===== src/rtl/ctrl_pkg.sv =====
// ctrl_pkg: shared definitions for the RV32I main-control decode stage.
//   - RV32I base opcode constants (instruction bits [6:0])
//   - ALU operation class encoding driven to the execute stage
//   - ctrl_word_t: decoded control bits plus the illegal-opcode flag
package ctrl_pkg;

   localparam logic [6:0] OP_R      = 7'd51;
   localparam logic [6:0] OP_I      = 7'd19;
   localparam logic [6:0] OP_LOAD   = 7'd3;
   localparam logic [6:0] OP_STORE  = 7'd35;
   localparam logic [6:0] OP_BRANCH = 7'd99;
   localparam logic [6:0] OP_JAL    = 7'd111;
   localparam logic [6:0] OP_JALR   = 7'd103;
   localparam logic [6:0] OP_LUI    = 7'd55;
   localparam logic [6:0] OP_AUIPC  = 7'd23;
   localparam logic [6:0] OP_FENCE  = 7'd15;
   localparam logic [6:0] OP_SYS    = 7'd115;

   typedef enum logic [1:0] {
      ALU_ADD = 2'd0,   // address generation
      ALU_BR  = 2'd1,   // branch compare
      ALU_R   = 2'd2,   // operation selected by R-type funct fields
      ALU_I   = 2'd3    // operation selected by I-type funct fields
   } alu_op_e;

   typedef struct packed {
      logic    branch;
      logic    jump;
      logic    mem_read;
      logic    mem_to_reg;
      logic    mem_write;
      logic    alu_src;
      logic    reg_write;
      logic    pc_src_a;
      logic    lui;
      alu_op_e alu_op;
      logic    illegal;
   } ctrl_word_t;

   // Control word for an undecodable instruction: no side-effects, only the flag.
   function automatic ctrl_word_t ctrl_illegal();
      ctrl_word_t c;
      c         = '0;
      c.illegal = 1'b1;
      return c;
   endfunction

endpackage


===== src/rtl/ctrl_decode_comb.sv =====
// ctrl_decode_comb: purely combinational opcode -> control word mapping.
// Ports:
//   opcode_i  in   7  instruction bits [6:0]
//   ctrl_o    out     decoded control word (illegal set for unknown opcodes)
// EN_JUMP = 0 selects the legacy mode in which JAL/JALR/LUI/AUIPC are illegal.
module ctrl_decode_comb
   import ctrl_pkg::*;
#(
   parameter int EN_JUMP = 1
) (
   input  logic [6:0] opcode_i,
   output ctrl_word_t ctrl_o
);

   localparam bit JUMP_ON = (EN_JUMP != 0);

   always_comb begin
      ctrl_o = '0;
      case (opcode_i)
         OP_R: begin
            ctrl_o.reg_write = 1'b1;
            ctrl_o.alu_op    = ALU_R;
         end
         OP_I: begin
            ctrl_o.reg_write = 1'b1;
            ctrl_o.alu_src   = 1'b1;
            ctrl_o.alu_op    = ALU_I;
         end
         OP_LOAD: begin
            ctrl_o.reg_write  = 1'b1;
            ctrl_o.mem_read   = 1'b1;
            ctrl_o.mem_to_reg = 1'b1;
            ctrl_o.alu_src    = 1'b1;
         end
         OP_STORE: begin
            ctrl_o.mem_write = 1'b1;
            ctrl_o.alu_src   = 1'b1;
         end
         OP_BRANCH: begin
            ctrl_o.branch = 1'b1;
            ctrl_o.alu_op = ALU_BR;
         end
         OP_JAL: begin
            if (JUMP_ON) begin
               ctrl_o.jump      = 1'b1;
               ctrl_o.reg_write = 1'b1;
               ctrl_o.pc_src_a  = 1'b1;
            end else begin
               ctrl_o = ctrl_illegal();
            end
         end
         OP_JALR: begin
            if (JUMP_ON) begin
               ctrl_o.jump      = 1'b1;
               ctrl_o.reg_write = 1'b1;
               ctrl_o.alu_src   = 1'b1;
            end else begin
               ctrl_o = ctrl_illegal();
            end
         end
         OP_LUI: begin
            if (JUMP_ON) begin
               ctrl_o.reg_write = 1'b1;
               ctrl_o.lui       = 1'b1;
               ctrl_o.alu_src   = 1'b1;
            end else begin
               ctrl_o = ctrl_illegal();
            end
         end
         OP_AUIPC: begin
            if (JUMP_ON) begin
               ctrl_o.reg_write = 1'b1;
               ctrl_o.pc_src_a  = 1'b1;
               ctrl_o.alu_src   = 1'b1;
            end else begin
               ctrl_o = ctrl_illegal();
            end
         end
         OP_FENCE, OP_SYS: begin
            // legal, but nothing for the datapath to do
         end
         default: ctrl_o = ctrl_illegal();
      endcase

      // Compressed-encoding space is not supported: low bits must be 2'b11.
      if (opcode_i[1:0] != 2'b11) begin
         ctrl_o = ctrl_illegal();
      end
   end

endmodule


===== src/rtl/control_decode_stage.sv =====
// control_decode_stage: one elastic pipeline slot that decodes RV32I opcodes
// into a registered control word and counts illegal instructions.
// Ports:
//   clk, rst            clock (rising edge), async active-high reset
//   in_valid/in_ready   upstream handshake (in_ready = !out_valid || out_ready)
//   instruction         instruction word, opcode in [6:0]
//   flush               drop the held entry and anything presented this cycle
//   out_valid/out_ready downstream handshake
//   out_instr           registered instruction
//   branch..lui, alu_op registered control bits
//   illegal             held entry has an undecoded opcode
//   illegal_cnt         saturating count of accepted illegal instructions
module control_decode_stage
   import ctrl_pkg::*;
#(
   parameter int ILEN    = 32,
   parameter int CNT_W   = 16,
   parameter int EN_JUMP = 1
) (
   input  logic             clk,
   input  logic             rst,
   input  logic             in_valid,
   output logic             in_ready,
   input  logic [ILEN-1:0]  instruction,
   input  logic             flush,
   output logic             out_valid,
   input  logic             out_ready,
   output logic [ILEN-1:0]  out_instr,
   output logic             branch,
   output logic             jump,
   output logic             mem_read,
   output logic             mem_to_reg,
   output logic             mem_write,
   output logic             alu_src,
   output logic             reg_write,
   output logic             pc_src_a,
   output logic             lui,
   output logic [1:0]       alu_op,
   output logic             illegal,
   output logic [CNT_W-1:0] illegal_cnt
);

   localparam logic [CNT_W-1:0] CNT_MAX = '1;
   localparam logic [CNT_W-1:0] CNT_ONE = {{(CNT_W-1){1'b0}}, 1'b1};

   ctrl_word_t       dec_ctrl;
   logic             accept;

   logic             valid_q, valid_d;
   logic [ILEN-1:0]  instr_q, instr_d;
   ctrl_word_t       ctrl_q, ctrl_d;
   logic [CNT_W-1:0] cnt_q, cnt_d;

   ctrl_decode_comb #(
      .EN_JUMP (EN_JUMP)
   ) u_decode (
      .opcode_i (instruction[6:0]),
      .ctrl_o   (dec_ctrl)
   );

   assign in_ready = !valid_q || out_ready;
   // Flush wins: a presented instruction is neither registered nor counted.
   assign accept   = in_valid && in_ready && !flush;

   always_comb begin
      valid_d = valid_q;
      instr_d = instr_q;
      ctrl_d  = ctrl_q;
      cnt_d   = cnt_q;

      if (flush) begin
         valid_d = 1'b0;
      end else if (accept) begin
         valid_d = 1'b1;
         instr_d = instruction;
         ctrl_d  = dec_ctrl;
      end else if (out_ready) begin
         valid_d = 1'b0;
      end

      if (accept && dec_ctrl.illegal && (cnt_q != CNT_MAX)) begin
         cnt_d = cnt_q + CNT_ONE;
      end
   end

   always_ff @(posedge clk or posedge rst) begin
      if (rst) begin
         valid_q <= 1'b0;
         instr_q <= '0;
         ctrl_q  <= '0;
         cnt_q   <= '0;
      end else begin
         valid_q <= valid_d;
         instr_q <= instr_d;
         ctrl_q  <= ctrl_d;
         cnt_q   <= cnt_d;
      end
   end

   assign out_valid   = valid_q;
   assign out_instr   = instr_q;
   assign branch      = ctrl_q.branch;
   assign jump        = ctrl_q.jump;
   assign mem_read    = ctrl_q.mem_read;
   assign mem_to_reg  = ctrl_q.mem_to_reg;
   assign mem_write   = ctrl_q.mem_write;
   assign alu_src     = ctrl_q.alu_src;
   assign reg_write   = ctrl_q.reg_write;
   assign pc_src_a    = ctrl_q.pc_src_a;
   assign lui         = ctrl_q.lui;
   assign alu_op      = ctrl_q.alu_op;
   assign illegal     = ctrl_q.illegal;
   assign illegal_cnt = cnt_q;

endmodule


===== config.mk =====
export PLATFORM = sky130hd
export DESIGN_NAME = control_decode_stage
export DESIGN_NICKNAME = d
export VERILOG_FILES = /design/src/rtl/ctrl_pkg.sv /design/src/rtl/ctrl_decode_comb.sv /design/src/rtl/control_decode_stage.sv
export SDC_FILE = /design/constraint.sdc
export NUM_CORES = 1
export LEC_CHECK = 0
export ABC_AREA = 0
export CELL_PAD_IN_SITES_DETAIL_PLACEMENT = 2
export CELL_PAD_IN_SITES_GLOBAL_PLACEMENT = 2
export CORE_MARGIN = 2
export CORE_UTILIZATION = 31
export CTS_CLUSTER_SIZE = 30
export DETAILED_ROUTE_END_ITERATION = 7
export PLACE_DENSITY = 0.92
export SKIP_LAST_GASP = 1
export SYNTH_ARGS = -nofsm -noshare
export SYNTH_HDL_FRONTEND = slang
export SYNTH_HIERARCHICAL = 1
export SYNTH_SLANG_ARGS = --single-unit

===== constraint.sdc =====
create_clock -name clk -period 4.6 [get_ports clk]
set_input_delay 0.92 -clock clk [delete_from_list [all_inputs] [get_ports clk]]
set_output_delay 0.92 -clock clk [all_outputs]
set_load 0.05 [all_outputs]

==> PnR_summary.wiki, run 1 <==
{| class="wikitable"
! Metric !! Value
|-
| Outcome || finished clean
|-
| Number of gates resized after CTS || 0
|-
| Post-detailed-route wirelength per cell || 18.1 µm
|-
| Maximum number of pins on one net before global-route repair || 45
|-
| Register bit total from synthesis || 61
|-
| Synthesized netlist cell count || 209
|-
| CTS tree || yes
|-
| Buffers inserted during post-CTS setup optimization || 0
|-
| Max Root-Sink Buffers || 2
|-
| Reg power frac || 36.8%
|-
| Period utilization || 71.7%
|-
| Share of synthesized cell area in and, or, nand and nor gates || 17.4%
|-
| Boundary pin count || 99
|-
| Global routing met3 resource utilization || 3.44%
|-
| Dpl hpwl || 5.57 mm
|-
| Net count after synthesis || 247
|-
| Most used cells in the layout excluding fill and tap cells || sky130_fd_sc_hd__clkdlybuf4s50_1, sky130_fd_sc_hd__dfrtp_1, sky130_fd_sc_hd__mux2_2
|-
| Avg Cell Area, Syn || 13.5 µm²
|-
| Post-route DRC || 0
|-
| Worst R2R End || illegal_cnt[1]
|-
| Total Nets Final || 349
|-
| Router iterations before antenna repair || 3
|-
| Most common cell after layout, fill and taps aside || sky130_fd_sc_hd__clkdlybuf4s50_1
|-
| RSZ-0062 raised after global routing || no
|-
| Data arrival time of the worst path || 2.38 ns
|-
| Largest cells by area after synthesis || sky130_fd_sc_hd__dfrtp_1, sky130_fd_sc_hd__mux2_2, sky130_fd_sc_hd__xor2_1
|-
| Max-cap viol count || 0
|-
| Hold path startpoint || out_instr[1]
|-
| Global-route wire length before repair || 12.6 mm
|-
| Antenna-violating nets left || 0
|-
| Internal cell power || 1190 µW
|-
| DR iter-0 viols || 26
|-
| Number of standard-cell rows in the floorplan || 34
|-
| Combinational family with the most area after synthesis || multiplexers
|-
| Worst min path class || reg2reg
|-
| Initial Utilization || 32.1%
|-
| Gate power share || 34.6%
|-
| Clock net sink count || 61
|-
| Met1 capacity usage during global routing || 20.2%
|-
| Tmin final || 3.30 ns
|-
| CORE AREA || 8760 µm²
|-
| Final GP Congestion || 0.787
|-
| Number of flip-flops in the largest register || 32
|-
| Inserted Clock Buffers || 9
|-
| Area delta synth->final || 45.2%
|-
| Setup-failing EPs final || 0
|-
| Worst clock skew || 0.00933 ns
|-
| Die W || 99.3 µm
|-
| Maximum fanout along the worst path || 3
|-
| Diodes inserted || 0
|-
| Top cell type by total area after synthesis || sky130_fd_sc_hd__dfrtp_1
|-
| Hold EP || out_instr[1]
|-
| Max Transition Viols Final || 0
|-
| Final Cell Area || 4080 µm²
|-
| Maximum ir drop on the vdd rail || 0.000253 V
|-
| Cell chosen for the clock root || sky130_fd_sc_hd__clkbuf_8
|-
| Worst setup SP type || input pin
|-
| Switching power || 707 µW
|-
| Critical Path Sink Type || primary output
|-
| Via count of the first global-routing pass || 2403
|-
| Max frequency || 303 MHz
|-
| Layer carrying the most global-route usage || met2
|-
| Initial antenna violation count || 0
|-
| Required time of the worst setup path || 3.68 ns
|-
| Reported leakage power || 0.00171 µW
|-
| Worst-case headroom to the max-slew limit || 47.4%
|-
| Number of buffers added to fix hold violations after cts || 0
|-
| Synth Cell Area || 2810 µm²
|-
| Later-pin clock latency in the skew report || 0.34 ns
|-
| Clock slew seen by the registers of the worst setup and hold paths || 0.06 ns
|-
| Synthesized-area fraction occupied by adder cells || 0.445%
|-
| Share of cell area taken by muxes after synthesis || 18.0%
|-
| Sum of overflow across all layers after global routing || 0
|-
| Via density || 4.95
|-
| Number of warning messages in the yosys log || 6
|-
| Total chip power || 1900 µW
|-
| Top-area cell type share of the netlist area || 54.3%
|-
| Worst Setup Path Type || in2out
|-
| Die Footprint || 9850 µm²
|-
| Reg-to-reg setup timing slack || 2.36 ns
|-
| Worst Max-Slew Pin Slew || 0.783 ns
|-
| Hold-critical path depth || 1
|-
| Clock network fraction of total power || 28.5%
|-
| Vert. Die Dim || 99.3 µm
|-
| Post-synthesis compound-gate area fraction || 1.91%
|-
| Synth cell types || 41
|-
| IO Port Bufs || 98
|-
| Net switching share of the total power || 37.2%
|-
| Instance area after placement || 3860 µm²
|-
| CTS HTree Levels || 3
|-
| Seq/Total Area, Yosys || 54.3%
|-
| Met2 GRT Util || 27.8%
|-
| Length in cells of the worst reg-to-reg path || 5
|-
| Share of post-route cells with drive strength above 1 || 24.4%
|-
| Setup TNS Final || 0 ns
|-
| Worst hold slack across all endpoints || 0.507 ns
|-
| Startpoint of the worst-slack reg-to-reg timing path || illegal_cnt[0]
|-
| Endpoints failing hold || 0
|-
| Aggregate global-route resource usage || 16.2%
|-
| Share of the core filled with cells || 46.6%
|-
| Overall via count from detail_route || 2097
|-
| Routed WL || 7.68 mm
|-
| Power per cell area || 465 nW/µm²
|-
| Xor/xnor share of the synthesized area || 4.36%
|}
==> area by class of cell <==
class	count	area, µm²
multi-input combinational	135	1180
sequential	61	1530
timing repair buffer	100	996
inverter	4	15.0
clock buffer	12	155
fill	907	4680
tap	108	135
clock inverter	4	70.1
==> per-layer routing <==
metal	up-vias	routed length, µm
met5	-	0
met1	1069	3290
met4	0	109
met3	11	317
met2	63	3960
li1	954	-
==> critical path: stages <==
cell and delay (ns):
sky130_fd_sc_hd__clkdlybuf4s50_1 0.50, sky130_fd_sc_hd__nor2b_4 0.06, sky130_fd_sc_hd__inv_2 0.09, sky130_fd_sc_hd__clkdlybuf4s50_1 0.80
==> stage by stage <==
| step | instances | setup WS, ns |
|---|---|---|
| after CTS | 424 | 1.30 |
| after floorplan | 209 | 2.17 |
| final | 424 | 1.30 |
| after global placement | 408 | 1.31 |
| after detailed placement | 408 | 1.19 |
| after global routing | 424 | 1.26 |
==> synth_stat cells <==
library cell and instances:
sky130_fd_sc_hd__nor2_1 10, sky130_fd_sc_hd__nor3b_1 2, sky130_fd_sc_hd__inv_2 1, sky130_fd_sc_hd__xor2_1 14, sky130_fd_sc_hd__nand4b_1 2, sky130_fd_sc_hd__buf_4 4, sky130_fd_sc_hd__nor3_1 5, sky130_fd_sc_hd__mux2_1 3
sky130_fd_sc_hd__nand2_2 1, sky130_fd_sc_hd__nand4_1 4, sky130_fd_sc_hd__ha_1 1, sky130_fd_sc_hd__inv_1 3, sky130_fd_sc_hd__a2bb2oi_1 1, sky130_fd_sc_hd__o21ai_1 1, sky130_fd_sc_hd__nand3b_1 1, sky130_fd_sc_hd__and3b_1 1
sky130_fd_sc_hd__buf_6 5, sky130_fd_sc_hd__nand3_1 7, sky130_fd_sc_hd__dfrtp_1 61, sky130_fd_sc_hd__o22ai_1 1, sky130_fd_sc_hd__nor4_4 1, sky130_fd_sc_hd__nor3b_4 1, sky130_fd_sc_hd__o31a_1 1, sky130_fd_sc_hd__nor2b_4 1
sky130_fd_sc_hd__nor3_2 1, sky130_fd_sc_hd__nor4_1 3, sky130_fd_sc_hd__and4_1 3, sky130_fd_sc_hd__nor2b_2 1, sky130_fd_sc_hd__nand4_2 1, sky130_fd_sc_hd__o21ai_0 1, sky130_fd_sc_hd__mux2_2 42, sky130_fd_sc_hd__nand2_1 7
sky130_fd_sc_hd__nor4b_1 1, sky130_fd_sc_hd__or3_4 1, sky130_fd_sc_hd__nand3_2 1, sky130_fd_sc_hd__and3_1 2, sky130_fd_sc_hd__and2b_1 1, sky130_fd_sc_hd__nor4_2 6, sky130_fd_sc_hd__a21oi_1 4, sky130_fd_sc_hd__nor2b_1 1
sky130_fd_sc_hd__nand4b_4 1
==> worst max-delay path by stage <==
stage	slack [ns]	depth (start not counted)	endpoint	start
after floorplan	2.17	1	alu_op[0]	rst
after global placement	1.31	4	in_ready	out_ready
after detailed placement	1.19	7	illegal_cnt[1]	instruction[6]
after CTS	1.30	4	in_ready	out_ready
after global routing	1.26	4	in_ready	out_ready
final	1.30	4	in_ready	out_ready
==> power groups by stage <==
stage | sequential (µW) | clock [µW] | combinational (µW)
after floorplan | 988 | 0 | 132
after global placement | 703 | 0 | 650
after detailed placement | 710 | 0 | 663
after CTS | 702 | 563 | 667
after global routing | 717 | 588 | 689
final | 700 | 542 | 658
==> cells by family after synthesis <==
| group | after synthesis |
|---|---|
| xor gates and xnor gates | 14 |
| buffers and inverters | 13 |
| and+or+nand+nor | 66 |
| adders and majority gates | 1 |
| DFF | 61 |
| AOI/OAI and AO/OA | 9 |
| muxes | 45 |
Power figures use the tool's default switching activity.
==> inputs of run 2 (changes only) <==
Settings changed: CORE_UTILIZATION 31 to 26, PLACE_DENSITY 0.92 to 0.83.
Clock period 4.6 ns to 2.9 ns, I/O delays scaled along.
==> PnR_summary.wiki, run 2 (synthesis results as in run 1) <==
{| class="wikitable"
! Metric !! Value
|-
| Global-route wire length before repair || 12.6 mm (unchanged)
|-
| Worst clock skew || 0.00693 ns (-0.00239 ns)
|-
| Outcome || finished clean
|-
| Boundary pin count || 99 (unchanged)
|-
| Endpoints failing hold || 0 (unchanged)
|-
| Critical Path Sink Type || flip-flop
|-
| Setup-failing EPs final || 0 (unchanged)
|-
| Maximum number of pins on one net before global-route repair || 42 (-6.7%)
|-
| CTS HTree Levels || 3 (unchanged)
|-
| Tmin final || 2.38 ns
|-
| Later-pin clock latency in the skew report || 0.33 ns (about the same)
|-
| Worst-case headroom to the max-slew limit || 63.0% (+16 points)
|-
| Inserted Clock Buffers || 9 (unchanged)
|-
| Most used cells in the layout excluding fill and tap cells || sky130_fd_sc_hd__clkdlybuf4s50_1, sky130_fd_sc_hd__dfrtp_1, sky130_fd_sc_hd__mux2_2
|-
| Worst min path class || reg2reg
|-
| Data arrival time of the worst path || 2.64 ns (+0.26 ns)
|-
| Buffers inserted during post-CTS setup optimization || 0 (unchanged)
|-
| Overall via count from detail_route || 2174 (+3.7%)
|-
| Worst hold slack across all endpoints || 0.490 ns (-0.0173 ns)
|-
| Diodes inserted || 0 (unchanged)
|-
| Post-detailed-route wirelength per cell || 17.0 µm (-6.3%)
|-
| Aggregate global-route resource usage || 14.2% (-2.0 points)
|-
| Number of flip-flops in the largest register || 32 (unchanged)
|-
| Post-route DRC || 0 (unchanged)
|-
| Worst Setup Path Type || in2reg
|-
| Via count of the first global-routing pass || 2420 (+0.71%)
|-
| Hold-critical path depth || 1 (unchanged)
|-
| Clock net sink count || 61 (unchanged)
|-
| Router iterations before antenna repair || 4 (+1)
|-
| Total chip power || 2860 µW (+51%)
|-
| Max-cap viol count || 0 (unchanged)
|-
| Clock slew seen by the registers of the worst setup and hold paths || 0.07 ns (about the same)
|-
| IO Port Bufs || 98 (unchanged)
|-
| Setup TNS Final || 0 ns (unchanged)
|-
| Cell chosen for the clock root || sky130_fd_sc_hd__clkbuf_8
|-
| Via density || 4.74 (-4.2%)
|-
| RSZ-0062 raised after global routing || no
|-
| Initial antenna violation count || 0 (unchanged)
|-
| Antenna-violating nets left || 0 (unchanged)
|-
| Hold path startpoint || out_instr[2]
|-
| CORE AREA || 10400 µm² (+19%)
|-
| Cell type of the slowest stage on the worst timing path || sky130_fd_sc_hd__clkdlybuf4s50_1
|-
| Share of post-route cells with drive strength above 1 || 26.0% (+1.6 points)
|-
| Total Nets Final || 357 (+2.3%)
|-
| Max frequency || 421 MHz
|-
| Required time of the worst setup path || 3.16 ns (-0.52 ns)
|-
| Number of buffers added to fix hold violations after cts || 0 (unchanged)
|-
| Number of gates resized after CTS || 0 (unchanged)
|-
| Die Footprint || 11700 µm² (+18%)
|-
| Length in cells of the worst reg-to-reg path || 6 (+1)
|-
| Maximum ir drop on the vdd rail || 0.000433 V (+71%)
|-
| Total buffers and inverters traversed by the critical path || 2 (-1)
|-
| Max Transition Viols Final || 0 (unchanged)
|-
| Maximum fanout along the worst path || 12 (+9)
|-
| Worst Max-Slew Pin Slew || 0.553 ns (-0.230 ns)
|-
| Top Family by Delay on Critical Path || buffers and inverters
|-
| Dpl hpwl || 5.84 mm (+4.8%)
|-
| Worst setup SP type || input pin
|-
| CTS tree || yes
|-
| Reg-to-reg setup timing slack || 0.83 ns (-1.53 ns)
|-
| Most common cell after layout, fill and taps aside || sky130_fd_sc_hd__clkdlybuf4s50_1
|-
| Startpoint of the worst-slack reg-to-reg timing path || illegal_cnt[0]
|-
| Die W || 108 µm (+8.8%)
|-
| Area delta synth->final || 47.2%
|-
| Sum of overflow across all layers after global routing || 0 (unchanged)
|-
| Power per cell area || 691 nW/µm² (+49%)
|-
| Final GP Congestion || 0.762 (-3.1%)
|-
| Cell-by-cell trace of the critical path || clkdlybuf4s50_1 -> nor3b_1 -> a21oi_1 -> a2bb2oi_1 -> nand4b_4 -> buf_4 -> nor4_2 -> xor2_1
|-
| Worst R2R End || illegal_cnt[15]
|-
| Period utilization || 81.9%
|-
| Hold EP || out_instr[2]
|-
| Critical Path Max Stage Delay || 0.56 ns (-0.24 ns)
|-
| DR iter-0 viols || 49 (+88%)
|-
| Reported leakage power || 0.00173 µW (+1.1%)
|-
| Max Root-Sink Buffers || 2 (unchanged)
|-
| Number of standard-cell rows in the floorplan || 37 (+8.8%)
|-
| Initial Utilization || 27.0% (-5.1 points)
|-
| Vert. Die Dim || 108 µm (+8.8%)
|-
| Routed WL || 7.79 mm (+1.5%)
|}
run 2: cell types whose count changed in the layout (fill, tap and decap cells not counted), sizes merged:
cell	before	now
clkinv	2	1
bufinv	2	0
buf	2	11
clkbuf	12	14
clkdlybuf4s50	98	97
run 2: final cells by class:
cell class / count / area (µm²)
Clock buffer: 14 / 173
Clock inverter: 1 / 5.00
Fill cell: 1086 / 6280
Inverter: 4 / 15.0
Multi-Input combinational cell: 135 / 1180
Sequential cell: 61 / 1530
Tap cell: 136 / 170
Timing Repair Buffer: 108 / 1070
run 2: stage by stage:
| stage | setup WS (ns) | std cells | util (%) | area [µm²] |
|---|---|---|---|---|
| floorplan | 0.807 | 209 | - | 2810 |
| global placement | 0.189 | 444 | 38.0 | 3960 |
| detailed placement | 0.159 | 444 | 38.0 | 3960 |
| CTS | 0.518 | 459 | 39.7 | 4140 |
| global route | 0.347 | 459 | 39.7 | 4140 |
| finish | 0.524 | 459 | 39.7 | 4140 |
run 2: worst max-delay path by stage:
stage,from,cells after the start,slack [ns],to
finish,instruction[5],8,0.52,illegal_cnt[7]
detailed placement,instruction[5],8,0.16,illegal_cnt[7]
CTS,instruction[6],7,0.52,illegal_cnt[1]
floorplan,rst,1,0.81,alu_op[0]
global route,instruction[5],8,0.35,illegal_cnt[7]
global placement,instruction[6],8,0.19,illegal_cnt[7]
run 2: worst register-to-register path, cell delays in order (launching register included):
cell and delay, ns:
sky130_fd_sc_hd__dfrtp_1 0.44, sky130_fd_sc_hd__ha_1 0.29, sky130_fd_sc_hd__nand4_2 0.20, sky130_fd_sc_hd__nor4_4 0.54, sky130_fd_sc_hd__buf_4 0.24, sky130_fd_sc_hd__nor4_1 0.07
sky130_fd_sc_hd__xor2_1 0.16
run 2: power by group:
part           total (µW)  internal [µW]  leakage, µW  switching [µW]
combinational        1060            391     0.000880             669
clock                 692            375    0.0000926             316
sequential           1110            983     0.000758             127
run 2: routing by layer:
layer  share of wire, %  up-vias  wire, µm  track usage [%]
met1                 41     1112      3210             17.0
met2                 51       79      3960             24.4
met3                6.0       13       470             3.44
met4                1.9        0       150             5.95
li1                   -      970         -                -
met5                  0        -         0                0
==> inputs of run 3 (changes only) <==
Settings changed: CORE_UTILIZATION 26 to 29, PLACE_DENSITY 0.83 to 0.87.
Clock period 2.9 ns to 2.4 ns, I/O delays scaled along.
==> PnR_summary.wiki, run 3 (synthesis results as in run 1) <==
{| class="wikitable"
! Metric !! Value
|-
| Max-cap viol count || 0 (unchanged)
|-
| Cell chosen for the clock root || sky130_fd_sc_hd__clkbuf_8
|-
| Diodes inserted || 0 (unchanged)
|-
| Worst hold slack across all endpoints || 0.498 ns (+0.00868 ns)
|-
| Maximum fanout along the worst path || 15 (+3)
|-
| Buffers inserted during post-CTS setup optimization || 0 (unchanged)
|-
| Sum of overflow across all layers after global routing || 0 (unchanged)
|-
| Maximum number of pins on one net before global-route repair || 62 (+48%)
|-
| Post-route DRC || 0 (unchanged)
|-
| Power per cell area || 825 nW/µm² (+19%)
|-
| Critical Path Sink Type || flip-flop
|-
| Aggregate global-route resource usage || 16.6% (+2.4 points)
|-
| Via density || 4.74 (+0.12%)
|-
| Die W || 102 µm (-5.1%)
|-
| Number of flip-flops in the largest register || 32 (unchanged)
|-
| Clock net sink count || 61 (unchanged)
|-
| Internal cell power || 2150 µW (+23%)
|-
| Data arrival time of the worst path || 2.48 ns (-0.16 ns)
|-
| CORE AREA || 9330 µm² (-10%)
|-
| Critical Path Max Stage Delay || 0.57 ns (about the same)
|-
| Inserted Clock Buffers || 9 (unchanged)
|-
| Boundary pin count || 99 (unchanged)
|-
| Dpl hpwl || 5.94 mm (+1.7%)
|-
| Required time of the worst setup path || 2.66 ns (-0.50 ns)
|-
| Routed WL || 8.18 mm (+5.0%)
|-
| Area delta synth->final || 51.1%
|-
| Via count of the first global-routing pass || 2517 (+4.0%)
|-
| Worst clock skew || 0.00577 ns (-0.00116 ns)
|-
| RSZ-0062 raised after global routing || no
|-
| Period utilization || 92.5%
|-
| Worst Max-Slew Pin Slew || 0.536 ns (-0.0169 ns)
|-
| Total buffers and inverters traversed by the critical path || 3 (+1)
|-
| Fill cells || 968 (-11%)
|-
| Top Family by Delay on Critical Path || buffers and inverters
|-
| Initial antenna violation count || 0 (unchanged)
|-
| Vert. Die Dim || 102 µm (-5.1%)
|-
| IO Port Bufs || 98 (unchanged)
|-
| Share of post-route cells with drive strength above 1 || 28.6% (+2.6 points)
|-
| Initial Utilization || 30.2% (+3.2 points)
|-
| Reported leakage power || 0.00180 µW (+4.0%)
|-
| Die Footprint || 10500 µm² (-10%)
|-
| DR iter-0 viols || 24 (-51%)
|-
| Clock slew seen by the registers of the worst setup and hold paths || 0.07 ns (about the same)
|-
| Worst min path class || reg2reg
|-
| Total chip power || 3510 µW (+23%)
|-
| Number of gates resized after CTS || 0 (unchanged)
|-
| Maximum ir drop on the vdd rail || 0.000731 V (+69%)
|-
| CTS tree || yes
|-
| Final GP Congestion || 0.780 (+2.3%)
|-
| Max Root-Sink Buffers || 2 (unchanged)
|-
| Max frequency || 450 MHz
|-
| Max Transition Viols Final || 0 (unchanged)
|-
| Number of buffers added to fix hold violations after cts || 0 (unchanged)
|-
| Gate power share || 37.1% (about the same)
|-
| Later-pin clock latency in the skew report || 0.33 ns (about the same)
|-
| Endpoints failing hold || 0 (unchanged)
|-
| Global-route wire length before repair || 13.2 mm (+4.4%)
|-
| Router iterations before antenna repair || 4 (unchanged)
|-
| Cell type of the slowest stage on the worst timing path || sky130_fd_sc_hd__clkdlybuf4s50_1
|-
| Net switching share of the total power || 38.6% (-0.22 points)
|-
| Worst setup SP type || input pin
|-
| Total Nets Final || 367 (+2.8%)
|-
| Most common cell after layout, fill and taps aside || sky130_fd_sc_hd__clkdlybuf4s50_1
|-
| Worst Setup Path Type || in2reg
|-
| Reg power frac || 38.3% (-0.5 points)
|-
| Worst-case headroom to the max-slew limit || 64.2% (+1.1 points)
|-
| Post-detailed-route wirelength per cell || 17.8 µm (+4.6%)
|-
| Setup-failing EPs final || 0 (unchanged)
|-
| Cell-by-cell trace of the critical path || clkdlybuf4s50_1 -> nor3b_1 -> a21oi_1 -> a2bb2oi_1 -> buf_4 -> nand4b_4 -> buf_12 -> nor4_1 -> xor2_1
|-
| Antenna-violating nets left || 0 (unchanged)
|-
| Number of standard-cell rows in the floorplan || 35 (-5.4%)
|-
| CTS HTree Levels || 3 (unchanged)
|-
| Overall via count from detail_route || 2186 (+0.55%)
|-
| Switching power || 1360 µW (+22%)
|-
| Most used cells in the layout excluding fill and tap cells || sky130_fd_sc_hd__clkdlybuf4s50_1, sky130_fd_sc_hd__dfrtp_1, sky130_fd_sc_hd__mux2_2
|-
| Tmin final || 2.22 ns
|-
| Clock network fraction of total power || 24.5% (+0.3 points)
|-
| Outcome || finished clean
|}
==> run 3: per-layer routing <==
metal	part of all wire [%]	vias up	track usage (%)
met5	0	-	0
met4	0.70	0	4.00
met2	53	69	30.0
met1	41	1123	19.0
li1	-	989	-
met3	5.6	5	5.61
==> run 3: final timing paths <==
| check | from | endpoint | slack (ns) | cells past startpoint |
|---|---|---|---|---|
| worst max-delay path | instruction[5] | illegal_cnt[13] | 0.18 | 9 |
| worst min-delay path | out_instr[2] | out_instr[2] | 0.50 | 1 |
| worst max register to register | illegal_cnt[1] | illegal_cnt[1] | 0.49 | 6 |
| worst min register to register | out_instr[2] | out_instr[2] | 0.50 | 1 |
| max in group asynchronous | rst | out_instr[8] | 1.60 | 3 |
| min in group asynchronous | rst | out_instr[23] | 0.52 | 3 |
==> run 3: per-stage QoR <==
step / TNS [ns] / area, µm² / setup WS (ns) / std cells / util (%)
after floorplan: 0 / 2810 / 0.388 / 209 / -
after global placement: -0.285 / 4070 / -0.0758 / 447 / 43.6
after detailed placement: -0.690 / 4070 / -0.185 / 447 / 43.6
after CTS: 0 / 4250 / 0.155 / 461 / 45.6
after global routing: 0 / 4250 / 0.0581 / 461 / 45.6
final: 0 / 4250 / 0.179 / 461 / 45.6
==> run 3: cell type report <==
class	instances	area (µm²)	area share [%]
multi-input combinational	135	1180	27.9
clock buffer	13	179	4.21
sequential	61	1530	35.9
timing repair buffer	118	1180	27.7
inverter	4	15.0	0.353
tap	129	161	3.80
clock inverter	1	5.00	0.118
==> run 3: power by group through the flow <==
stage | sequential [µW] | clock [µW] | combinational [µW]
2_1_floorplan | 1890 | 0 | 252
3_3_place_gp | 1350 | 0 | 1280
3_5_place_dp | 1360 | 0 | 1310
4_1_cts | 1350 | 901 | 1320
5_1_grt | 1370 | 939 | 1370
6_report | 1340 | 861 | 1300
==> run 3: worst reg2reg max path: stages, from the launching register on <==
cell                      delay [ns]
sky130_fd_sc_hd__dfrtp_1        0.45
sky130_fd_sc_hd__ha_1           0.27
sky130_fd_sc_hd__nand4_2        0.19
sky130_fd_sc_hd__nor4_4         0.32
sky130_fd_sc_hd__buf_4          0.21
sky130_fd_sc_hd__nor2_1         0.07
sky130_fd_sc_hd__mux2_2         0.27
